## src/rtl/match_pkg.sv

```systemverilog
// match_pkg: shared state encoding, who encodings and tally width for the match controller.
package match_pkg;
    typedef enum logic [1:0] {IDLE, PLAY, PAUSE, DONE} state_t;
    localparam logic [1:0] WHO_NONE = 2'b00;
    localparam logic [1:0] WHO_P1   = 2'b01;
    localparam logic [1:0] WHO_P2   = 2'b10;
    localparam logic [1:0] WHO_BAD  = 2'b11;
    localparam int TALLY_W = 4;
endpackage

```

## src/rtl/pause_timer.sv

```systemverilog
// pause_timer: down-counter loaded with CYCLES; expired flags the last cycle of the pause.
module pause_timer #(
    parameter int CYCLES = 4
) (
    input  logic clk,
    input  logic rst,
    input  logic load,
    output logic expired
);
    logic [7:0] cnt_q, cnt_d;
    always_comb cnt_d = load ? 8'(CYCLES) : (cnt_q != 8'd0 ? cnt_q - 8'd1 : cnt_q);
    always_ff @(posedge clk or negedge rst) begin
        if (!rst) cnt_q <= '0;
        else cnt_q <= cnt_d;
    end
    // Expiring at 1 lets the owner leave on the edge that ends cycle CYCLES.
    assign expired = cnt_q == 8'd1;
endmodule

```

## src/rtl/match_ctrl.sv

```systemverilog
// match_ctrl: best-of match sequencer tallying game results with pauses between games.
module match_ctrl
    import match_pkg::*;
#(
    parameter int GAMES_TO_WIN = 3,
    parameter int PAUSE_CYCLES = 4
) (
    input  logic             clk,
    input  logic             rst,
    input  logic             start,
    input  logic             gameover,
    input  logic [1:0]       who,
    input  logic             ack,
    output logic             run,
    output logic [TALLY_W-1:0] wins_p1,
    output logic [TALLY_W-1:0] wins_p2,
    output logic [4:0]       games,
    output logic             match_over,
    output logic [1:0]       match_winner,
    output logic             err
);
    localparam logic [TALLY_W-1:0] TARGET = TALLY_W'(GAMES_TO_WIN);

    state_t state_q, state_d;
    logic [TALLY_W-1:0] wins_p1_q, wins_p1_d, wins_p2_q, wins_p2_d;
    logic [4:0] games_q, games_d;
    logic [1:0] winner_q, winner_d;
    logic run_q, run_d, over_q, over_d, err_q, err_d;
    logic load, expired, legal;

    assign legal = who == WHO_P1 || who == WHO_P2;

    always_comb begin
        state_d = state_q;
        wins_p1_d = wins_p1_q;
        wins_p2_d = wins_p2_q;
        games_d = games_q;
        winner_d = winner_q;
        over_d = over_q;
        err_d = err_q;
        load = 1'b0;
        case (state_q)
            IDLE: if (start) begin
                state_d = PLAY;
                wins_p1_d = '0;
                wins_p2_d = '0;
                games_d = '0;
                err_d = 1'b0;
            end
            PLAY: if (gameover && !legal) err_d = 1'b1;
            else if (gameover) begin
                wins_p1_d = wins_p1_q + TALLY_W'(who == WHO_P1);
                wins_p2_d = wins_p2_q + TALLY_W'(who == WHO_P2);
                games_d = games_q == 5'd31 ? games_q : games_q + 5'd1;
                if (wins_p1_d == TARGET || wins_p2_d == TARGET) begin
                    state_d = DONE;
                    over_d = 1'b1;
                    winner_d = who;
                end else begin
                    state_d = PAUSE;
                    load = 1'b1;
                end
            end
            PAUSE: if (expired) state_d = PLAY;
            DONE: if (ack) begin
                state_d = IDLE;
                over_d = 1'b0;
                winner_d = WHO_NONE;
            end
            default: ;
        endcase
        // Decoding the next state keeps run a plain flop aligned with the state register.
        run_d = state_d == PLAY;
    end

    always_ff @(posedge clk or negedge rst) begin
        if (!rst) begin
            state_q <= IDLE;
            wins_p1_q <= '0;
            wins_p2_q <= '0;
            games_q <= '0;
            winner_q <= WHO_NONE;
            run_q <= 1'b0;
            over_q <= 1'b0;
            err_q <= 1'b0;
        end else begin
            state_q <= state_d;
            wins_p1_q <= wins_p1_d;
            wins_p2_q <= wins_p2_d;
            games_q <= games_d;
            winner_q <= winner_d;
            run_q <= run_d;
            over_q <= over_d;
            err_q <= err_d;
        end
    end

    pause_timer #(.CYCLES(PAUSE_CYCLES)) u_timer (
        .clk(clk),
        .rst(rst),
        .load(load),
        .expired(expired)
    );

    assign run = run_q;
    assign wins_p1 = wins_p1_q;
    assign wins_p2 = wins_p2_q;
    assign games = games_q;
    assign match_over = over_q;
    assign match_winner = winner_q;
    assign err = err_q;
endmodule
```

## config.mk

```make
export PLATFORM = sky130hd
export DESIGN_NAME = match_ctrl
export DESIGN_NICKNAME = d
export VERILOG_FILES = /design/src/rtl/match_pkg.sv /design/src/rtl/pause_timer.sv /design/src/rtl/match_ctrl.sv
export SDC_FILE = /design/constraint.sdc
export NUM_CORES = 1
export LEC_CHECK = 0
export CAP_MARGIN = 20
export CELL_PAD_IN_SITES_DETAIL_PLACEMENT = 2
export CELL_PAD_IN_SITES_GLOBAL_PLACEMENT = 2
export CORE_ASPECT_RATIO = 0.6
export CORE_MARGIN = 2
export CORE_UTILIZATION = 35
export CTS_BUF_LIST = sky130_fd_sc_hd__clkbuf_8
export CTS_CLUSTER_DIAMETER = 40
export DETAILED_ROUTE_END_ITERATION = 6
export GPL_ROUTABILITY_DRIVEN = 1
export PLACE_DENSITY = 0.93
export SYNTH_ARGS = -nofsm -noshare
export SYNTH_HDL_FRONTEND = slang
export SYNTH_SLANG_ARGS = --single-unit
export TNS_END_PERCENT = 100
```

## constraint.sdc

```tcl
create_clock -name clk -period 2.35 [get_ports clk]
set_clock_uncertainty 0.15 [all_clocks]
set_input_delay 0.47 -clock clk [delete_from_list [all_inputs] [get_ports clk]]
set_output_delay 0.47 -clock clk [all_outputs]
set_load 0.02 [all_outputs]
```

==> qor.csv <==
stage,metric,value,unit
status,outcome,"finished, final reports clean",
floorplan,Die X,92.69,um
floorplan,boundary pin count,25,
placement,gpl congestion,0.7616,
logic_synthesis,Yosys warnings,0,
cts,Hold Buf Count CTS,0,
layout,fin cells,279,
layout,area of the multi-input gates,974.7,um2
logic_synthesis,Syn Inst Count,169,
timing,endpoints failing setup,0,
timing,actual slew at the worst max-slew pin,0.5205,ns
cts,Skew-Pair Late Insertion Delay,0.29,ns
logic_synthesis,Compound-Gate Fraction of Synth Area,20.38,%
detailed_routing,DRT Wirelength,6.059,mm
layout,"commonest non-fill, non-tap cell in the layout",dfrtp_1,
global_routing,first-pass GRT wire length,9.908,mm
cts,clk slew on worst S/H paths,0.10,ns
detailed_routing,Avg WL per Cell,21.72,um
power_and_ir_drop,Pwr Total,2.296,mW
floorplan,Die Y-Extent,57.21,um
placement,# port buffers,24,
cts,TritonCTS clock tree,yes,
layout,Nets,234,
timing,Slew Limit Fails,0,
timing,relative slew slack,64.98,%
layout,n_diodes,0,
power_and_ir_drop,leakage,0.9914,nW
cts,htree depth,1,
layout,Syn-to-layout area delta,36.21,%
timing,RSZ-0062 raised after global routing,no,
timing,final hold violations,0,
cts,Clock Tree Root,clkbuf_8,
global_routing,initial antenna violation count,0,
global_routing,GRT overflow,0,
logic_synthesis,synthesized area per cell,9.773,um2
layout,Reg area,700.7,um2
logic_synthesis,Simple-Gate Fraction of Synth Area,21.06,%
detailed_routing,ANT nets after route,0,
global_routing,GR Util All Layers,24.62,%
logic_synthesis,largest family of logic cells by synthesized area,simple AND/OR/NAND/NOR gates,
critical_path,Critical Path Fanout Max,4,
critical_path,CP Launch Type,flip-flop,
global_routing,largest net degree at the start of global routing,29,
logic_synthesis,Syn Std Cell Area,1652,um2
floorplan,Initial Utilization,36.18,%
detailed_routing,Vias/cell,5.634,
placement,HPWL Detailed,4.408,mm
cts,Clock Sinks,28,
logic_synthesis,Seq cells post-synth,28,
power_and_ir_drop,Pwr per Cell Area,1021,nW/um2
critical_path,"most used cell, CP",ha_1,
critical_path,Worst Path Buf+Inv,0,
layout,Final Core Density,49.29,%
cts,Max clock buf depth,2,
global_routing,vias in the first global route,1736,
detailed_routing,via count,1572,
layout,post-route cell area,2250,um2
detailed_routing,residual DRC count,0,
logic_synthesis,post-synthesis xor/xnor area fraction,4.015,%
logic_synthesis,Area contributors post-synth,"dfrtp_1 42%, ha_1 7.6%, nand2_1 4.3%, o21ai_0 3.9%, nor2_1 3.6%",
logic_synthesis,Post-synth EDFFs,0,
timing,Final min period,2.288,ns
logic_synthesis,proportion of synthesized area in mux cells,1.894,%
floorplan,die area,5303,um2
critical_path,worst path cell trace,ha_1 > and3_1 > ha_1 > a221oi_2 > a21oi_1 > a31o_1,
critical_path,R2R setup slack,0.06,ns
logic_synthesis,unique cell type count in the Yosys netlist,46,
critical_path,Required @ worst endpoint,2.39,ns
run,Max-Cap Viols,0,
placement,placed cell area,2111,um2
timing,fmax,437.0,MHz
critical_path,CP max stage delay,0.48,ns
worst_hold_path,Hold Crit Class,input pin to asynchronous set/reset pin,
detailed_routing,DR iter-0 viols,79,
timing,setup slack after layout,0.06168,ns
floorplan,FP Rows,19,
logic_synthesis,Yosys top cell area share,42.42,%
layout,most frequent cells in the layout,"28 x dfrtp_1, 22 x clkdlybuf4s50_1, 22 x buf_4",
layout,FILL cells,480,
logic_synthesis,"Top FF cell, synth",dfrtp_1,
layout,fraction of layout cells with a size suffix above 1,22.22,%
critical_path,Setup CP Type,flip-flop to flip-flop,
floorplan,core area,4564,um2
critical_path,CP max stage cell,a221oi_2,
logic_synthesis,Synth Area in Adders,7.576,%
detailed_routing,first-pass iteration count of the detailed router,4,
power_and_ir_drop,IR Drop Worst-Case VDD,0.3756,mV
cts,cts bufs inserted,3,
logic_synthesis,Post-synth ARST share,100.0,%
critical_path,Critical Path Sink Type,flip-flop,
timing,Final Cycle Share,97.38,%
logic_synthesis,Mapped Nets,186,
logic_synthesis,post-synthesis sequential area ratio,42.42,%
critical_path,Crit path max-delay family,compound AO/OA/AOI/OAI gates,
critical_path,Worst Path Arrival,2.33,ns
logic_synthesis,post-synth top area cell,dfrtp_1,
placement,placed insts,273,
placement,Placement Setup Slack,-0.6101,ns
where the power goes:
group	internal, mW	switching, mW
combinational	0.507	0.595
sequential	0.633	0.235
clock	0.151	0.175
total	1.29	1.00
synth_stat cells, types with 2 or more instances:
cell type	n
dfrtp_1	28
nand2_1	19
nor2_1	16
o21ai_0	13
ha_1	10
inv_1	7
nor4_1	6
a21oi_1	5
a22o_1	5
nand2b_1	5
nand3_1	5
a22oi_1	3
xor2_2	3
a211o_1	2
a211oi_1	2
a21o_1	2
a221o_1	2
a221oi_1	2
and3_1	2
buf_2	2
clkbuf_1	2
mux2i_1	2
nor3_2	2
o31ai_1	2
worst reg2reg max path, stage by stage (launching register included):
cell      delay (ns)
dfrtp_1         0.44
ha_1            0.27
and3_1          0.21
ha_1            0.25
a221oi_2        0.48
a21oi_1         0.18
a31o_1          0.22
stage by stage:
stage               hold WS, ns  setup TNS, ns
floorplan               0.02441              0
global placement         0.3581         -6.225
detailed placement       0.3894         -9.194
CTS                      0.4199              0
global route             0.4470              0
finish                   0.4073              0
final cells by class:
type | count | share of cell area [%]
multi-input combinational | 130 | 43.33
tap | 63 | 3.504
timing repair buffer | 47 | 18.41
sequential | 28 | 31.15
inverter | 7 | 1.168
clock buffer | 4 | 2.447
logic make-up (layout without fill, tap and decap cells):
group                      Yosys count  after routing
adders and majority gates           10             10
buffers and inverters               11             58
DFF                                 28             28
and+or+nand+nor                     67             67
muxes                                3              3
xor gates and xnor gates             5              5
AOI/OAI and AO/OA                   45             45
path summary, 6_finish.rpt:
kind | start | end | cells after the start
hold reg to reg | games[1]$_DFFE_PN0P_ | games[1]$_DFFE_PN0P_ | 1
setup reg to reg | games[0]$_DFFE_PN0P_ | games[2]$_DFFE_PN0P_ | 6
min in group clk | games[1]$_DFFE_PN0P_ | games[1]$_DFFE_PN0P_ | 1
max in group asynchronous | rst | match_over$_DFFE_PN0P_ | 2
setup / recovery | games[0]$_DFFE_PN0P_ | games[2]$_DFFE_PN0P_ | 6
hold / removal | rst | wins_p1[1]$_DFFE_PN0P_ | 2
metal layers:
layer  track usage [%]  wire (um)  up-vias
met2             44.32       3081       36
met3             3.435        222        5
met1             32.94       2714      815
met4             3.361         40        0
met5                 0          0        -
li1                  -          -      716
sequential cells by signal (all words and copies together), names as in the netlist, 2 cells and up:
register,cells
state_q,2
wins_p2,4
u_timer.cnt_q,8
wins_p1,4
match_winner,2
games,5
repair_timing:
item / in CTS / in global routing
resized for setup: 18 / 0
hold endpoints to repair: 0 / 0
setup endpoints to repair: 12 / 0
buffers inserted: 2 / 0
Power figures use the tool's default switching activity.
